[config.mk]
export PLATFORM = sky130hd
export DESIGN_NAME = pc_flag_unit
export DESIGN_NICKNAME = d
export VERILOG_FILES = /design/src/rtl/pc_flag_unit.sv
export SDC_FILE = /design/constraint.sdc
export NUM_CORES = 1
export LEC_CHECK = 0
export CORE_UTILIZATION = 30
export DETAILED_ROUTE_END_ITERATION = 10
export GPL_TIMING_DRIVEN = 0
export MAX_ROUTING_LAYER = met4
export SLEW_MARGIN = 20
export SYNTH_ARGS = -nofsm -noshare
export SYNTH_HDL_FRONTEND = slang
export SYNTH_SLANG_ARGS = --single-unit
[constraint.sdc]
create_clock -name clk -period 1.9 [get_ports clk]
set_clock_uncertainty 0.15 [all_clocks]
set_input_delay 0.285 -clock clk [delete_from_list [all_inputs] [get_ports clk]]
set_output_delay 0.285 -clock clk [all_outputs]
set_load 0.005 [all_outputs]
[src/rtl/pc_flag_unit.sv]
// pc_flag_unit: retire stage holding flags and PC, resolving branches and HLT
module pc_flag_unit #(
  parameter int PC_W = 12,
  parameter logic [PC_W-1:0] RESET_PC = '0
) (
  input  logic            clk,
  input  logic            rst_n,
  input  logic            start,
  input  logic            in_valid,
  output logic            in_ready,
  input  logic [15:0]     instr,
  input  logic [15:0]     alu_x,
  input  logic [3:0]      alu_code,
  output logic [PC_W-1:0] pc,
  output logic            pc_valid,
  output logic [3:0]      flags,
  output logic            taken,
  output logic            halted,
  output logic [15:0]     retired
);
  typedef enum logic [1:0] {IDLE, RUN, FLUSH, HALT} state_t;
  state_t state, state_nx;
  logic [3:0] op;
  logic accept, is_alu, is_hlt, is_b, is_bc, cond_ok, take, s, z, v;
  assign op = instr[7:4];
  assign {s, z, v} = {flags[3], flags[2], flags[0]};
  always_comb begin
    is_alu = instr[15:14] == 2'b11 && (op inside {4'h0, 4'h1, 4'h2, 4'h3, 4'h4, 4'h5, 4'h8});
    is_hlt = instr[15:14] == 2'b11 && op == 4'hF;
    is_b = instr[15:11] == 5'b10100;
    is_bc = instr[15:11] == 5'b10111;
    cond_ok = instr[10] ? 1'b0 :
              instr[9:8] == 2'd0 ? z :
              instr[9:8] == 2'd1 ? s ^ v :
              instr[9:8] == 2'd2 ? z | (s ^ v) : !z;
    take = is_b | (is_bc & cond_ok);
    in_ready = state == RUN;
    pc_valid = state == RUN;
    halted = state == HALT;
    accept = in_ready && in_valid;
    state_nx = state;
    case (state)
      IDLE:  state_nx = start ? RUN : IDLE;
      RUN:   state_nx = !accept ? RUN : is_hlt ? HALT : take ? FLUSH : RUN;
      FLUSH: state_nx = RUN;
      HALT:  state_nx = start ? RUN : HALT;
      default: state_nx = IDLE;
    endcase
  end
  always_ff @(posedge clk or negedge rst_n)
    if (!rst_n) state <= IDLE;
    else state <= state_nx;
  always_ff @(posedge clk or negedge rst_n) begin
    if (!rst_n) begin
      pc <= RESET_PC;
      flags <= 4'b0000;
      taken <= 1'b0;
      retired <= 16'd0;
    end else begin
      taken <= accept && take;
      if (accept) begin
        retired <= retired + 16'd1;
        if (is_alu) flags <= alu_code;
        if (take) pc <= alu_x[PC_W-1:0];
        else if (!is_hlt) pc <= pc + 1'b1;
      end else if (state == HALT && start) begin
        pc <= pc + 1'b1;
      end
    end
  end
endmodule

==> reports/metrics.yaml, run 1 <==
clock_tree:
  cts_tree: "done"
  clock_latency_ps: 290
  cts.sinks: 35
  htreeDepth: 2
  cts_root_buf: "clkbuf_8"
  cts_max_path_buffers: 2
  cts.reportedPaths.clkPinSlew_ps: 80
  numCtsBuffers: 5
timing:
  fmax_mhz: 525
  hold_viol_final: 0
  slew_violations: 0
  hold_ws_ps: 324
  setup_viol: 1
  slew_headroom_pct: 75.6
  fin_crit_ps: 1900
  setup_ws_ps: -3.55
  rsz0062_at_grt: "yes"
  finalCritPeriodShare_pct: 100
  worstMarginPinSlew_ps: 367
synth:
  synth-seq-area-share_pct: 45.4
  yosysWarnings: 0
  synth_edf_count: 0
  postSynthCellCount: 205
  syn_area_um2: 1930
  ys_types: 41
  synthArstFlopShare_pct: 100
  synth_area_per_cell_um2: 9.42
  synthFlopType: "dfrtp_1"
  synthesis.nets: 247
  synth-seq-cells: 35
route:
  wl_mm: 5.05
  viasPerCell: 5.00
  wire_per_inst_um: 14.0
  drc: 0
  drt-pass1-iter-count: 4
  ant_nets: 0
  via_count: 1804
  drt_iter0_drc: 107
power_and_ir_drop:
  finalPower_w: 0.00318
  p_int_w: 0.00202
  irDropWorstVdd_v: 0.000489
  p_comb_share_pct: 43.8
  p_sw_w: 0.00116
  p_sw_share_pct: 36.4
  p_per_area_nw_per_um2: 1050
  p_seq_share_pct: 38.3
  leakagePower_nw: 1.23
  power_frac_clock_pct: 17.9
setup_path:
  arrival_ps: 1910
  cp-end-kind: "register"
  crit_chain: "and4b_2 > a311o_1 > buf_6 > nor3_2 > o22ai_1 > o211ai_1"
  r2r_end: "pc[7]"
  crit_path_start_kind: "register"
  worst_ep_required_time_ps: 1910
  critPathMaxFanout: 6
  crit_path_top_delay_cell: "dfrtp_2"
  ff2ff_setup_slack_ps: -4
  r2r_start: "state[1]"
  path_buf_inv: 1
  max_stage_delay_ps: 450
  r2r_cells: 6
  path_delay_family: "compound AO/OA/AOI/OAI gates"
  critPathKind: "reg2reg"
placement:
  place_area_um2: 2720
  port-buffer-count: 67
  dp.final_hpwl_mm: 3.58
  preCtsSetupSlack_ps: -653
  gp_congestion: 0.756
cells_and_area:
  fin_util_pct: 50.0
  area_growth_pct: 57.0
  diodes: 0
  stdcell_area_um2: 3030
  final_common_cell: "clkdlybuf4s50_1"
  final_cell_mix: "clkdlybuf4s50_1 (64), dfrtp_1 (34), nand2_1 (33)"
  fin_nets: 327
  drive_above_1_share_pct: 20.6
floorplan:
  die_w_um: 82.2
  io_pins: 76
  die_y_um: 82.2
  rows: 28
  core_um2: 6060
  dieArea_um2: 6760
  initial_utilization_pct: 31.9
grt:
  gr-total-overflow: 0
  grtUsageTotal_pct: 16.8
  grt_pass1_vias: 1739
  grt_max_degree: 24
  grt_antenna_before_repair: 0
  grt_pass1_wl_mm: 8.36
hold_path:
  hold_path_startpoint: "retired[15]"
  min_to: "retired[15]"
  min_path_type: "reg2reg"
  holdPathStages: 1
run_status:
  status: "complete, but fails checks"
  violations: "negative setup slack"
run:
  maxCapViolCount: 0
==> state kept, by name (all words and copies together) (netlist names) <==
signal	flops
flags	4
taken	1
state	2
retired	16
pc	12
==> kinds of logic (layout without fill, tap and decap cells) <==
kind of cell | count (synthesis) | count (layout) | share of synthesized area (%)
fa+ha+maj | 2 | 2 | 1.30
simple gates | 95 | 95 | 26.2
buf+inv | 18 | 99 | 4.28
mux | 6 | 6 | 3.43
xor+xnor | 16 | 16 | 7.26
compound gates | 33 | 33 | 12.2
flops | 35 | 35 | 45.4
==> power groups by stage <==
stage / combinational [W] / clock, W / sequential (W)
2_1_floorplan: 0.000616 / 0 / 0.00119
3_3_place_gp: 0.00121 / 0 / 0.00122
3_5_place_dp: 0.00123 / 0 / 0.00122
4_1_cts: 0.00131 / 0.000585 / 0.00121
5_1_grt: 0.00152 / 0.000627 / 0.00126
6_report: 0.00139 / 0.000570 / 0.00122
==> how the worst max path moves through the flow <==
stage	from	slack, ps	end	cells after the start
global placement	instr[9]	-630	pc[11]	6
global route	state[1]	-80	pc[3]	6
floorplan	flags[0]	20	pc[11]	6
finish	state[1]	-4	pc[7]	6
detailed placement	instr[9]	-650	pc[11]	6
CTS	state[0]	-20	pc[6]	6
==> per-stage QoR <==
step	instances	setup TNS, ps
after global placement	347	-30080
after detailed placement	348	-12730
final	361	-3.55
after global routing	361	-511
after floorplan	205	0
after CTS	362	-58.9
==> layout make-up <==
| type | instances | area [um^2] |
|---|---|---|
| clock buffers | 5 | 68.8 |
| flip-flops and latches | 35 | 877 |
| repair buffers | 78 | 776 |
| inverters | 7 | 26.3 |
| well taps | 75 | 93.8 |
| plain buffers | 6 | 47.5 |
| fillers | 593 | 3030 |
| clock inverters | 3 | 23.8 |
| multi-input cells | 152 | 1120 |
==> synthesized netlist by cell type, types with 2 or more instances <==
library cell   n  area, um^2
nor3b_1        2        15.0
xnor2_1       14         123
and3_1         4        25.0
nor3_1         8        40.0
nor2_1         5        18.8
o21ai_0        4        20.0
dfrtp_1       35         876
and3b_1        2        17.5
ha_1           2        25.0
clkbuf_1       5        18.8
nand4_1        8        50.1
a21oi_1        2        10.0
inv_1          7        26.3
and4_1         2        17.5
or2_2          4        25.0
mux2_2         5        56.3
nor4_1         2        12.5
o221ai_1       3        26.3
nand3_1        9        45.0
nand2_1       33         124
nor2b_1        3        18.8
and2_1         5        31.3
or3_1          4        25.0
buf_2          3        15.0
xor2_1         2        17.5
o211ai_1      11        82.6
o22ai_1        7        43.8
==> worst register-to-register path, delay by kind of cell (launching register included) <==
family | cells | cell delay, ps
compound gates | 3 | 570
flops | 1 | 450
simple gates | 2 | 430
buf+inv | 1 | 190
==> timing repair <==
| item | CTS | global route |
|---|---|---|
| gates resized for setup | 22 | 27 |
| endpoints found under the setup margin | 24 | 21 |
| hold endpoints to repair | 12 | 0 |
| gates cloned | 1 | 0 |
| setup buffers | 7 | 1 |
| pin swaps | 9 | 8 |
| hold buffers | 1 | 0 |
==> metal layers <==
metal	share of wire [%]	GRT usage (%)
met4	0.93	4.74
met2	47	25.5
met1	49	22.6
met3	3.8	3.30
met5	0	-
Power figures use the tool's default switching activity.
==> inputs of run 2 (changes only) <==
Settings changed: SKIP_LAST_GASP set to 1.
==> reports/metrics.yaml, run 2 (synthesized netlist as in run 1, its figures left out) <==
grt:
  grt_max_degree: 24
  grtUsageTotal_pct: 16.8
  grt_pass1_vias: 1739
  grt_antenna_before_repair: 0
  gr-total-overflow: 0
  grt_pass1_wl_mm: 8.36
timing:
  finalSetupTns_ps: 0
  hold_ws_ps: 324
  setup_ws_ps: 0.209
  slew_headroom_pct: 75.6
  slew_violations: 0
  hold_viol_final: 0
  setup_viol: 0
  rsz0062_at_grt: "yes"
  fmax_mhz: 526
  fin_crit_ps: 1900
  finalCritPeriodShare_pct: 100
  worstMarginPinSlew_ps: 366
clock_tree:
  numCtsBuffers: 5
  cts_root_buf: "clkbuf_8"
  htreeDepth: 2
  cts_tree: "done"
  clock_latency_ps: 290
  cts.sinks: 35
  cts.reportedPaths.clkPinSlew_ps: 80
  cts_max_path_buffers: 2
route:
  drt_iter0_drc: 94
  wl_mm: 5.04
  drc: 0
  viasPerCell: 5.01
  drt-pass1-iter-count: 4
  via_count: 1810
  wire_per_inst_um: 14.0
  ant_nets: 0
setup_path:
  critPathKind: "reg2reg"
  crit_path_start_kind: "register"
  ff2ff_setup_slack_ps: 0.2
  crit_path_top_delay_cell: "dfrtp_2"
  critPathMaxFanout: 6
  crit_chain: "and4b_2 > a311o_1 > buf_6 > nor3_2 > o22ai_1 > o211ai_1"
  max_stage_delay_ps: 440
  path_delay_family: "compound AO/OA/AOI/OAI gates"
  worst_ep_required_time_ps: 1910
  cp-end-kind: "register"
  arrival_ps: 1910
  path_buf_inv: 1
power_and_ir_drop:
  p_seq_share_pct: 38.3
  p_sw_share_pct: 36.3
  power_frac_clock_pct: 17.9
  p_per_area_nw_per_um2: 1050
  p_sw_w: 0.00115
  p_comb_share_pct: 43.8
  p_int_w: 0.00202
  leakagePower_nw: 1.23
  irDropWorstVdd_v: 0.000492
floorplan:
  rows: 28
  initial_utilization_pct: 31.9
  io_pins: 76
  die_y_um: 82.2
  die_w_um: 82.2
  dieArea_um2: 6760
  core_um2: 6060
placement:
  gp_congestion: 0.756
  port-buffer-count: 67
  preCtsSetupSlack_ps: -653
  dp.final_hpwl_mm: 3.58
  dp.cells: 348
cells_and_area:
  final_cell_mix: "clkdlybuf4s50_1 (64), dfrtp_1 (34), nand2_1 (33)"
  fin_util_pct: 49.9
  biggestRegsByFlops: "retired (16), pc (12), flags (4)"
  final_common_cell: "clkdlybuf4s50_1"
  diodes: 0
  layout.cells.non_filler: 361
  top_register: "retired"
  area_growth_pct: 56.7
  fin_nets: 327
  drive_above_1_share_pct: 20.3
  largest_register_ffs: 16
run_status:
  status: "completed"
run:
  maxCapViolCount: 0
hold_path:
  min_path_type: "reg2reg"
run 2: cell type report:
class / instances / area [um^2]
clock buffers: 5 / 68.8
fillers: 594 / 3040
flip-flops and latches: 35 / 877
repair buffers: 78 / 776
well taps: 75 / 93.8
clock inverters: 3 / 23.8
inverters: 7 / 26.3
multi-input cells: 152 / 1110
plain buffers: 6 / 47.5
run 2: per-layer routing:
layer	track usage, %	part of all wire [%]	up-vias
met4	4.74	0.93	0
met2	25.5	47	39
met1	22.6	48	873
met3	3.30	4.2	5
met5	-	0	-
li1	-	-	893
run 2: final timing paths:
path	depth (start not counted)	startpoint	end
worst max-delay path	6	state[1]	pc[7]
worst min-delay path	1	retired[15]	retired[15]
worst max register to register	6	state[1]	pc[7]
worst min register to register	1	retired[15]	retired[15]
max in group asynchronous	3	rst_n	pc[10]
min in group asynchronous	2	rst_n	pc[4]
run 2: power groups by stage:
stage	Combinational (W)	Clock (W)	Sequential, W
4_1_cts	0.00131	0.000585	0.00121
3_3_place_gp	0.00121	0	0.00122
3_5_place_dp	0.00123	0	0.00122
5_1_grt	0.00152	0.000627	0.00126
6_report	0.00139	0.000568	0.00122
2_1_floorplan	0.000616	0	0.00119
run 2: metrics by stage:
| step | power [W] | cell area (um^2) |
|---|---|---|
| final | 0.00318 | 3030 |
| after global routing | 0.00341 | 3030 |
| after CTS | 0.00311 | 2930 |
| after detailed placement | 0.00245 | 2720 |
| after global placement | 0.00243 | 2700 |
| after floorplan | 0.00181 | 1930 |
run 2: what timing repair did:
item / CTS / global route
endpoints found under the hold margin: 12 / 0
buffers inserted: 7 / 1
hold buffers: 1 / 0
cloned: 1 / 0
pin swaps: 9 / 8
setup endpoints to repair: 24 / 21
resized for setup: 19 / 28
==> inputs of run 3 (changes only) <==
Settings changed: CTS_CLUSTER_DIAMETER set to 50, TNS_END_PERCENT set to 20.
==> reports/metrics.yaml, run 3 (synthesized netlist as in run 1, its figures left out) <==
route:
  ant_nets: 0
  drt-pass1-iter-count: 4
  drt_iter0_drc: 119
  wl_mm: 4.99
  drc: 0
  wire_per_inst_um: 13.9
  viasPerCell: 5.08
  via_count: 1825
power_and_ir_drop:
  p_per_area_nw_per_um2: 1050
  p_int_w: 0.00199
  p_sw_w: 0.00111
  p_comb_share_pct: 42.3
  leakagePower_nw: 1.20
  irDropWorstVdd_v: 0.000489
  power_frac_clock_pct: 18.4
  p_seq_share_pct: 39.3
  p_sw_share_pct: 35.8
  finalPower_w: 0.00311
grt:
  gr-total-overflow: 0
  grtUsageTotal_pct: 16.5
  grt_antenna_before_repair: 0
  grt_max_degree: 24
  grt_pass1_vias: 1729
  grt_pass1_wl_mm: 8.24
cells_and_area:
  diodes: 0
  layout.cells.non_filler: 359
  largest_register_ffs: 16
  drive_above_1_share_pct: 18.3
  biggestRegsByFlops: "retired (16), pc (12), flags (4)"
  stdcell_area_um2: 2960
  top_register: "retired"
  area_growth_pct: 53.5
  final_cell_mix: "clkdlybuf4s50_1 (66), dfrtp_1 (34), nand2_1 (33)"
  fin_nets: 325
  final_common_cell: "clkdlybuf4s50_1"
floorplan:
  dieArea_um2: 6760
  core_um2: 6060
  initial_utilization_pct: 31.9
  die_y_um: 82.2
  die_w_um: 82.2
  io_pins: 76
  rows: 28
placement:
  gp_congestion: 0.756
  place_area_um2: 2720
  port-buffer-count: 67
  dp.cells: 348
  dp.final_hpwl_mm: 3.58
setup_path:
  crit_chain: "inv_2 > nor2_2 > buf_4 > clkdlybuf4s50_1"
  worst_ep_required_time_ps: 1460
  critPathMaxFanout: 5
  crit_path_start_kind: "register"
  cp-end-kind: "primary output"
  crit_path_top_delay_cell: "clkdlybuf4s50_1"
  arrival_ps: 1520
  max_stage_delay_ps: 480
  critPathKind: "reg2out"
  r2r_cells: 6
clock_tree:
  numCtsBuffers: 5
  cts.sinks: 35
  cts_max_path_buffers: 2
  clock_latency_ps: 290
  cts.reportedPaths.clkPinSlew_ps: 90
  cts_tree: "done"
  htreeDepth: 2
  cts_root_buf: "clkbuf_8"
timing:
  fmax_mhz: 511
  slew_violations: 0
  hold_viol_final: 0
  rsz0062_at_grt: "yes"
  slew_headroom_pct: 69.5
  finalCritPeriodShare_pct: 103
  fin_crit_ps: 1960
  setup_ws_ps: -55.4
  worstMarginPinSlew_ps: 453
  setup_viol: 3
  finalSetupTns_ps: -90.0
run_status:
  violations: "negative setup slack"
  status: "complete, but fails checks"
hold_path:
  min_path_type: "in2async"
run:
  maxCapViolCount: 0
run 3: power groups by stage:
stage	Clock [W]	Sequential (W)	Combinational [W]
floorplan	0	0.00119	0.000616
global placement	0	0.00122	0.00121
detailed placement	0	0.00122	0.00123
CTS	0.000585	0.00121	0.00127
global route	0.000628	0.00126	0.00144
finish	0.000571	0.00122	0.00131
run 3: metal layers:
layer / part of all wire, % / track usage (%)
met1: 48 / 22.1
met2: 47 / 25.0
met3: 4.8 / 3.30
met4: 0.68 / 4.74
met5: 0 / -
run 3: final timing paths:
check	start	end	slack [ps]
worst min-delay path	rst_n	flags[2]	290
worst min register to register	retired[15]	retired[15]	320
min in group clk	retired[15]	retired[15]	320
worst max register to register	state[0]	pc[10]	-20
worst max-delay path	state[0]	pc_valid	-60
max in group asynchronous	rst_n	pc[10]	880
run 3: cell type report:
class | instances | area [um^2]
clock inverters | 3 | 23.8
multi-input cells | 152 | 1070
plain buffers | 6 | 43.8
clock buffers | 5 | 68.8
repair buffers | 76 | 759
flip-flops and latches | 35 | 877
fillers | 602 | 3100
well taps | 75 | 93.8
inverters | 7 | 26.3
run 3: worst max-delay path: cells and delay by family (launching register included):
kind                   cells  cell delay (ps)
AND/OR/NAND/NOR            1              120
flip-flops                 1              420
buffers and inverters      3              680
run 3: metrics by stage:
| step | hold slack, ps | setup WS (ps) | util [%] |
|---|---|---|---|
| floorplan | -161 | 22.7 | - |
| global placement | 310 | -627 | 44.5 |
| detailed placement | 64.8 | -653 | 44.8 |
| CTS | 288 | -48.6 | 47.8 |
| global route | 301 | -110 | 48.9 |
| finish | 287 | -55.4 | 48.9 |
run 3: repair_timing:
item	CTS	global route
pin swaps	7	4
resized for setup	15	19
hold endpoints to repair	12	0
buffers inserted	4	2
hold buffers	1	0
cloned	1	0
endpoints found under the setup margin	24	27
